===== src/rtl/tl_sensor_cond.sv =====
// Vehicle-detector conditioning: four channels of sync -> debounce -> gap extension,
// with a per-channel max-green cap driven by the controller state.
`timescale 1ns/1ps
module tl_sensor_cond #(
    parameter int unsigned DB_LEN  = 4,
    parameter int unsigned GAP     = 8,
    parameter int unsigned MAX_GRN = 32
) (
    input  logic       clk,
    input  logic       reset_n,
    input  logic [3:0] det,
    input  logic [2:0] Q,
    output logic       Ta,
    output logic       Tal,
    output logic       Tb,
    output logic       Tbl
);

    localparam int unsigned NCH = 4;
    localparam int unsigned DW  = $clog2(DB_LEN) + 1;
    localparam int unsigned GW  = $clog2(GAP + 1);
    localparam int unsigned MW  = $clog2(MAX_GRN + 1);

    logic [NCH-1:0] s1_q, s2_q;
    logic [NCH-1:0] db_q, db_d;
    logic [NCH-1:0] t_q, t_d;
    logic [DW-1:0]  dcnt_q [NCH];
    logic [DW-1:0]  dcnt_d [NCH];
    logic [GW-1:0]  gcnt_q [NCH];
    logic [GW-1:0]  gcnt_d [NCH];
    logic [MW-1:0]  mcnt_q [NCH];
    logic [MW-1:0]  mcnt_d [NCH];

    // Per-channel next-state: debounce, gap timer, max-green counter, output.
    always_comb begin
        db_d   = db_q;
        t_d    = '0;
        dcnt_d = dcnt_q;
        gcnt_d = gcnt_q;
        mcnt_d = mcnt_q;
        for (int unsigned i = 0; i < NCH; i++) begin
            if (s2_q[i] != db_q[i]) begin
                if (dcnt_q[i] == DW'(DB_LEN - 1)) begin
                    db_d[i]   = s2_q[i];
                    dcnt_d[i] = '0;
                end else begin
                    dcnt_d[i] = dcnt_q[i] + DW'(1);
                end
            end else begin
                dcnt_d[i] = '0;
            end

            if (db_q[i]) begin
                gcnt_d[i] = GW'(GAP);
            end else if (gcnt_q[i] != '0) begin
                gcnt_d[i] = gcnt_q[i] - GW'(1);
            end

            // Green states are the even encodings 000/010/100/110 in channel order.
            if (Q == 3'(2 * i)) begin
                if (mcnt_q[i] != MW'(MAX_GRN)) begin
                    mcnt_d[i] = mcnt_q[i] + MW'(1);
                end
            end else begin
                mcnt_d[i] = '0;
            end

            t_d[i] = (db_q[i] | (gcnt_q[i] != '0)) & (mcnt_q[i] != MW'(MAX_GRN));
        end
    end

    always_ff @(posedge clk or negedge reset_n) begin
        if (!reset_n) begin
            s1_q   <= '0;
            s2_q   <= '0;
            db_q   <= '0;
            t_q    <= '0;
            dcnt_q <= '{default: '0};
            gcnt_q <= '{default: '0};
            mcnt_q <= '{default: '0};
        end else begin
            s1_q   <= det;
            s2_q   <= s1_q;
            db_q   <= db_d;
            t_q    <= t_d;
            dcnt_q <= dcnt_d;
            gcnt_q <= gcnt_d;
            mcnt_q <= mcnt_d;
        end
    end

    assign Ta  = t_q[0];
    assign Tal = t_q[1];
    assign Tb  = t_q[2];
    assign Tbl = t_q[3];

endmodule


===== config.mk =====
export PLATFORM = sky130hd
export DESIGN_NAME = tl_sensor_cond
export DESIGN_NICKNAME = d
export VERILOG_FILES = /design/src/rtl/tl_sensor_cond.sv
export SDC_FILE = /design/constraint.sdc
export NUM_CORES = 1
export LEC_CHECK = 0
export BUFFER_PORTS_ARGS = -buffer_cell sky130_fd_sc_hd__buf_2
export CORE_ASPECT_RATIO = 1.2
export CORE_MARGIN = 1
export CORE_UTILIZATION = 55
export CTS_BUF_LIST = sky130_fd_sc_hd__clkbuf_16
export DETAILED_ROUTE_END_ITERATION = 10
export GPL_TIMING_DRIVEN = 0
export PLACE_DENSITY = 0.77
export SETUP_SLACK_MARGIN = 0.5
export SLEW_MARGIN = 20
export SYNTH_ARGS = -nofsm -noshare
export SYNTH_HDL_FRONTEND = slang
export SYNTH_SLANG_ARGS = --single-unit
export TNS_END_PERCENT = 1

===== constraint.sdc =====
create_clock -name clk -period 1.3 [get_ports clk]
set_clock_uncertainty 0.15 [all_clocks]
set_input_delay 0.26 -clock clk [delete_from_list [all_inputs] [get_ports clk]]
set_output_delay 0.26 -clock clk [all_outputs]
set_load 0.03 [all_outputs]

==> results of run 1 <==
==> Yosys cell counts (5+ instances only) <==
library cell / instances
a21oi_1: 11
dfrtp_1: 68
ha_1: 16
inv_1: 20
nand2_1: 16
nand2b_1: 7
nand3_1: 8
nand3b_1: 11
nor2_1: 26
nor3_1: 6
nor3b_1: 7
o21ai_0: 6
or3_1: 8
xnor2_1: 12
xor2_1: 5
==> metrics by stage <==
step	hold WS (ns)	setup slack (ns)
after floorplan	-0.186	-0.157
final	-0.283	-0.211
after CTS	-0.270	-0.184
after global routing	-0.263	-0.249
after global placement	0.183	-0.478
after detailed placement	0.0763	-0.247
==> state kept, by name, summed over array words and instances, names as in the netlist <==
name	flops
gcnt_q	16
s2_q	4
s1_q	4
mcnt_q	24
db_q	4
t_q	4
dcnt_q	12
==> cell type report <==
class	instances	area [sq um]	share of cell area [%]
Sequential cell	68	1700	42.3
Multi-Input combinational cell	185	1670	41.6
Clock buffer	9	225	5.60
Timing Repair Buffer	25	201	5.01
Tap cell	62	77.6	1.93
Inverter	20	75.1	1.87
Buffer	5	43.8	1.09
Clock inverter	6	25.0	0.622
==> logic make-up (layout without fill, tap and decap cells) <==
logic type,after synthesis,in the layout
simple gates,115,115
flops,68,68
compound gates,30,30
buf+inv,25,65
xor+xnor,17,17
mux,7,7
fa+ha+maj,16,16
==> metal layers <==
layer,global-route usage (%),vias to the layer above
met5,0,-
li1,-,1017
met1,24.7,1060
met4,8.91,0
met3,6.24,6
met2,35.6,31
==> worst max path at each step <==
stage                      startpoint                endpoint  slack [ns]
2_1_floorplan   gcnt_q[8]$_DFFE_PN0P_   gcnt_q[8]$_DFFE_PN0P_       -0.16
4_1_cts        gcnt_q[13]$_DFFE_PN0P_  gcnt_q[12]$_DFFE_PN0P_       -0.18
5_1_grt         gcnt_q[4]$_DFFE_PN0P_   gcnt_q[5]$_DFFE_PN0P_       -0.25
3_5_place_dp    gcnt_q[4]$_DFFE_PN0P_   gcnt_q[4]$_DFFE_PN0P_       -0.25
3_3_place_gp                  reset_n  mcnt_q[13]$_DFFE_PN0P_       -0.48
6_report       gcnt_q[12]$_DFFE_PN0P_  gcnt_q[12]$_DFFE_PN0P_       -0.21
==> timing repair <==
action | 4_1_cts | 5_1_grt
setup endpoints to repair | 64 | 64
buffers inserted | 12 | 0
gates resized for setup | 51 | 48
hold endpoints to repair | 35 | 35
pin swaps | 27 | 23
==> power groups by stage <==
stage / Sequential [W] / Clock (W) / Combinational, W
3_5_place_dp: 0.00284 / 0 / 0.00178
2_1_floorplan: 0.00286 / 0 / 0.00137
5_1_grt: 0.00292 / 0.00220 / 0.00298
4_1_cts: 0.00281 / 0.00208 / 0.00235
3_3_place_gp: 0.00283 / 0 / 0.00167
6_report: 0.00288 / 0.00205 / 0.00274
==> worst max-delay path, cell delays in order, from the launching register on <==
cell     delay (ns)
dfrtp_1        0.39
inv_1          0.08
ha_2           0.17
or3b_4         0.42
xnor2_2        0.14
nor2_1         0.05
==> impl_metrics.csv, run 1 <==
group,metric,value,unit
outcome,violations,"negative hold slack, negative setup slack",
timing,final_max_slew_viol_count,0,
routing,first_iter_violations,78,
yosys,synthSimpleGateAreaFrac,22.4,%
routing,drc_errors,0,
die,rows,29,
setup_path,startpoint_type,"flip-flop",
power,powerDensity,1900,nW/um^2
flow_run,maxCapViolations,0,
yosys,synth-compound-area-share,5.81,%
yosys,async_flop_share,100,%
die,core,5370,sq um
placed_design,placed_area,3290,sq um
power,ir_drop,0.00118,V
power,p_leak,1.72,nW
cells_and_area,filler_cell_count,348,
yosys,synth_area_leader_cell,"dfrtp_1",
power,p_int,0.00532,W
yosys,avgSynthCellArea,11.1,sq um
setup_path,reg2reg_from,"gcnt_q[12]$_DFFE_PN0P_",
yosys,ys_seq_elements,68,
routing,highest-signal-layer,"met4",
global_route,grt_overflow_total,0,
yosys,synthTopCellsByArea,"dfrtp_1, ha_1, xnor2_1",
routing,dr.pass1.iters,4,
placed_design,place_inst,353,
cells_and_area,fin_util,74.9,%
clocking,clock_latency,0.32,ns
cells_and_area,mostFrequentLayoutCells,"dfrtp_1, nor2_1, inv_1, nand2_1, buf_4",
power,seqPwrFrac,37.5,%
outcome,outcome,"finished with violations",
cells_and_area,mostFrequentLayoutCell,"dfrtp_1",
setup_path,rrSetupSlack,-0.21,ns
global_route,grt_pass1_wl,9630,um
yosys,ys_seq_area_share,54.9,%
yosys,synthCells,278,
cells_and_area,fin_nets,339,
setup_path,crit_required,1.36,ns
routing,wl,5670,um
yosys,synth_cell_types,34,
hold_path,min_path_type,"input port to asynchronous set/reset pin",
yosys,synth-xor-area-share,4.80,%
placed_design,dp_hpwl,3210,um
yosys,synth_top_cell_area_share,54.9,%
placed_design,io_buffers,12,
power,swShare,30.6,%
yosys,synth_fp_nets,303,
timing,holdWs,-0.283,ns
setup_path,critical_path_class,"flip-flop to flip-flop",
power,power,0.00766,W
power,p_clk_share,26.8,%
setup_path,cp.arrival,1.57,ns
timing,worst_slack,-0.211,ns
routing,vias,2114,
routing,dr_wl_met3,144,um
global_route,grt_max_degree,38,
setup_path,crit_fanout,4,
setup_path,critPathCaptureType,"flip-flop",
setup_path,rr_endpoint,"gcnt_q[12]$_DFFE_PN0P_",
timing,max_freq,0.662,GHz
cells_and_area,drive_above_1_share,41.2,%
cells_and_area,final_cells,380,
timing,period_share,116,%
timing,worst_slew_margin_rel,71.9,%
yosys,yosysWarnings,0,
die,dieWidth,70.5,um
cells_and_area,syn2layout_area_growth,29.8,%
global_route,antenna_found_initial,0,
yosys,synth_top_family_by_area,"simple AND/OR/NAND/NOR gates",
yosys,synth_ff_type,"dfrtp_1",
setup_path,r2r_cells,5,
timing,tns,-3.69,ns
routing,antenna_left,0,
routing,routed-wl-met2,3040,um
routing,wire_per_inst,14.9,um
clocking,cts.reportedPaths.clkPinSlew,0.05,ns
timing,finalHoldViolCount,35,
yosys,syn-cell-area,3100,sq um
clocking,clock_path_buffers,2,
clocking,cts-htree-levels,3,
clocking,cts_tree,"done",
power,switchingPower,0.00234,W
timing,fin_crit,1.51,ns
yosys,synth_fa_ha_area_share,6.46,%
global_route,grt_pass1_vias,2204,
die,die_h,84.2,um
placed_design,gp_congestion,0.777,
die,boundaryPins,13,
timing,rsz0062_at_grt,"true",
power,p_comb_share,35.7,%
cells_and_area,diodes,0,
yosys,muxShareOfSynthArea,2.42,%
routing,wl_met1,2430,um
clocking,clkSinkCount,68,
routing,vias_per_cell,5.56,
cells_and_area,stdcell_area,4020,sq um
die,dieArea,5940,sq um
timing,worstMarginPinSlew,0.421,ns
yosys,synth_enable_flop_cells,0,
global_route,grtUsageTotal,20.9,%
timing,final-setup-viol-count,30,
clocking,ctsRootBufferMaster,"clkbuf_16",
clocking,cts_buffers,9,
die,start_util,57.7,%
Note: power is estimated with default switching activity, not from simulation.
==> run 2, diff against run 1 <==
Settings changed: CELL_PAD_IN_SITES_DETAIL_PLACEMENT set to 1, CELL_PAD_IN_SITES_GLOBAL_PLACEMENT set to 1, CORE_UTILIZATION 55 to 44, PLACE_DENSITY 0.77 to 0.76.
==> run 2 against run 1 <==
Effect of this change:
- largest cell class unchanged
- cell count is 8.7% higher
- maximum frequency is 1.8% lower
- critical endpoint is now gcnt_q[4]$_DFFE_PN0P_
- count of clock-buffer cells in the layout stayed put
- core utilization is 14 points lower
- first-iteration DRC count is 24% higher
- cell area is 2.9% higher
- the flow still finishes with violations (negative hold slack, negative setup slack)
==> impl_metrics.csv, run 2 (synthesized netlist as in run 1, its figures left out) <==
group,metric,value,unit
timing,final-setup-viol-count,31,
die,dieWidth,78.6,um
hold_path,min_path_type,"input port to asynchronous set/reset pin",
die,die_h,93.9,um
cells_and_area,mostFrequentLayoutCells,"dfrtp_1, buf_4, nor2_1",
outcome,violations,"negative hold slack, negative setup slack",
timing,worst_slew_margin_rel,66.9,%
routing,vias,2188,
timing,period_share,118,%
timing,final_max_slew_viol_count,0,
power,ir_drop,0.00107,V
setup_path,cp.arrival,1.60,ns
timing,tns,-3.65,ns
timing,finalHoldViolCount,31,
clocking,clock_latency,0.33,ns
routing,dr.pass1.iters,4,
timing,holdWs,-0.301,ns
placed_design,placed_area,3320,sq um
outcome,outcome,"finished with violations",
clocking,clkSinkCount,68,
clocking,cts.reportedPaths.clkPinSlew,0.06,ns
clocking,cts_tree,"done",
routing,first_iter_violations,97,
power,p_leak,1.75,nW
routing,wire_per_inst,15.9,um
routing,drc_errors,0,
routing,vias_per_cell,5.30,
die,rows,33,
cells_and_area,filler_cell_count,694,
timing,worstMarginPinSlew,0.495,ns
timing,fin_crit,1.54,ns
placed_design,dp_hpwl,3810,um
clocking,clock_path_buffers,2,
timing,rsz0062_at_grt,"true",
cells_and_area,drive_above_1_share,42.9,%
setup_path,crit_fanout,4,
flow_run,maxCapViolations,0,
cells_and_area,ff_latch_area,1700,sq um
die,boundaryPins,13,
die,dieArea,7380,sq um
global_route,antenna_found_initial,0,
die,start_util,45.5,%
timing,worst_slack,-0.238,ns
cells_and_area,diodes,0,
setup_path,critPathCaptureType,"flip-flop",
placed_design,gp_congestion,0.707,
cells_and_area,stdcell_area,4140,sq um
global_route,grt_overflow_total,0,
global_route,grt_max_degree,42,
setup_path,startpoint_type,"flip-flop",
cells_and_area,multi_input_area,1690,sq um
global_route,grtUsageTotal,19.4,%
cells_and_area,largest-register,"mcnt_q",
timing,max_freq,0.650,GHz
cells_and_area,fin_util,60.8,%
cells_and_area,reg.largest.list,"mcnt_q x24, gcnt_q x16, dcnt_q x12",
routing,antenna_left,0,
cells_and_area,largest_register_ffs,24,
setup_path,reg2reg_from,"gcnt_q[5]$_DFFE_PN0P_",
setup_path,rr_endpoint,"gcnt_q[4]$_DFFE_PN0P_",
setup_path,crit_required,1.36,ns
setup_path,rrSetupSlack,-0.24,ns
cells_and_area,syn2layout_area_growth,33.5,%
die,core,6810,sq um
routing,wl,6560,um
placed_design,io_buffers,12,
cells_and_area,fin_nets,346,
setup_path,r2r_cells,5,
power,powerDensity,1930,nW/um^2
global_route,grt_pass1_vias,2346,
clocking,cts-htree-levels,3,
clocking,ctsRootBufferMaster,"clkbuf_16",
clocking,cts_buffers,9,
global_route,grt_pass1_wl,10800,um
cells_and_area,mostFrequentLayoutCell,"dfrtp_1",
setup_path,critical_path_class,"flip-flop to flip-flop",
-- run 2: what timing repair did --
| action | 4_1_cts | 5_1_grt |
|---|---|---|
| gates cloned | 0 | 0 |
| setup endpoints to repair | 64 | 64 |
| pin swaps | 30 | 22 |
| buffers inserted | 14 | 5 |
| endpoints found under the hold margin | 31 | 31 |
| gates resized for setup | 55 | 41 |
-- run 2: worst max path at each step --
| stage | to | cells past startpoint | from | slack (ns) |
|---|---|---|---|---|
| after global routing | gcnt_q[4]$_DFFE_PN0P_ | 5 | gcnt_q[5]$_DFFE_PN0P_ | -0.27 |
| after detailed placement | mcnt_q[12]$_DFFE_PN0P_ | 5 | mcnt_q[12]$_DFFE_PN0P_ | -0.27 |
| after floorplan | gcnt_q[8]$_DFFE_PN0P_ | 5 | gcnt_q[8]$_DFFE_PN0P_ | -0.16 |
| final | gcnt_q[4]$_DFFE_PN0P_ | 5 | gcnt_q[5]$_DFFE_PN0P_ | -0.24 |
| after CTS | gcnt_q[4]$_DFFE_PN0P_ | 5 | gcnt_q[5]$_DFFE_PN0P_ | -0.19 |
| after global placement | gcnt_q[9]$_DFFE_PN0P_ | 1 | reset_n | -0.54 |
-- run 2: critical path, stage by stage (launching register included) --
cell and delay [ns]:
dfrtp_1 0.39, inv_2 0.07, ha_4 0.13, or3b_4 0.42, xnor2_2 0.18, nor2_1 0.08
-- run 2: layer usage --
metal | global-route usage (%) | part of all wire (%) | vias to the layer above
met5 | 0 | 0 | -
met4 | 11.3 | 4.0 | 0
met3 | 3.50 | 2.4 | 21
met2 | 33.7 | 53 | 32
met1 | 22.3 | 41 | 1098
li1 | - | - | 1037
-- run 2: cell type report --
| class | instances | area share, % |
|---|---|---|
| sequential | 68 | 41.1 |
| multi-input combinational | 185 | 40.7 |
| timing repair buffer | 32 | 6.05 |
| clock buffer | 9 | 5.44 |
| tap | 87 | 2.63 |
| inverter | 20 | 1.81 |
| clock inverter | 7 | 1.42 |
| buffer | 5 | 0.816 |
-- run 2: through the flow --
| stage | setup WS [ns] | hold slack [ns] | total power, W | cells |
|---|---|---|---|---|
| floorplan | -0.157 | -0.186 | 0.00423 | 278 |
| CTS | -0.186 | -0.285 | 0.00764 | 408 |
| detailed placement | -0.273 | 0.0662 | 0.00468 | 378 |
| global placement | -0.537 | 0.183 | 0.00453 | 377 |
| finish | -0.238 | -0.301 | 0.00799 | 413 |
| global route | -0.273 | -0.275 | 0.00845 | 413 |
-- run 2: power by group --
part	internal (W)	switching, W	leakage [nW]
Clock	0.00146	0.000888	0.141
Sequential	0.00256	0.000323	0.866
Combinational	0.00152	0.00123	0.744
Total	0.00554	0.00244	1.75
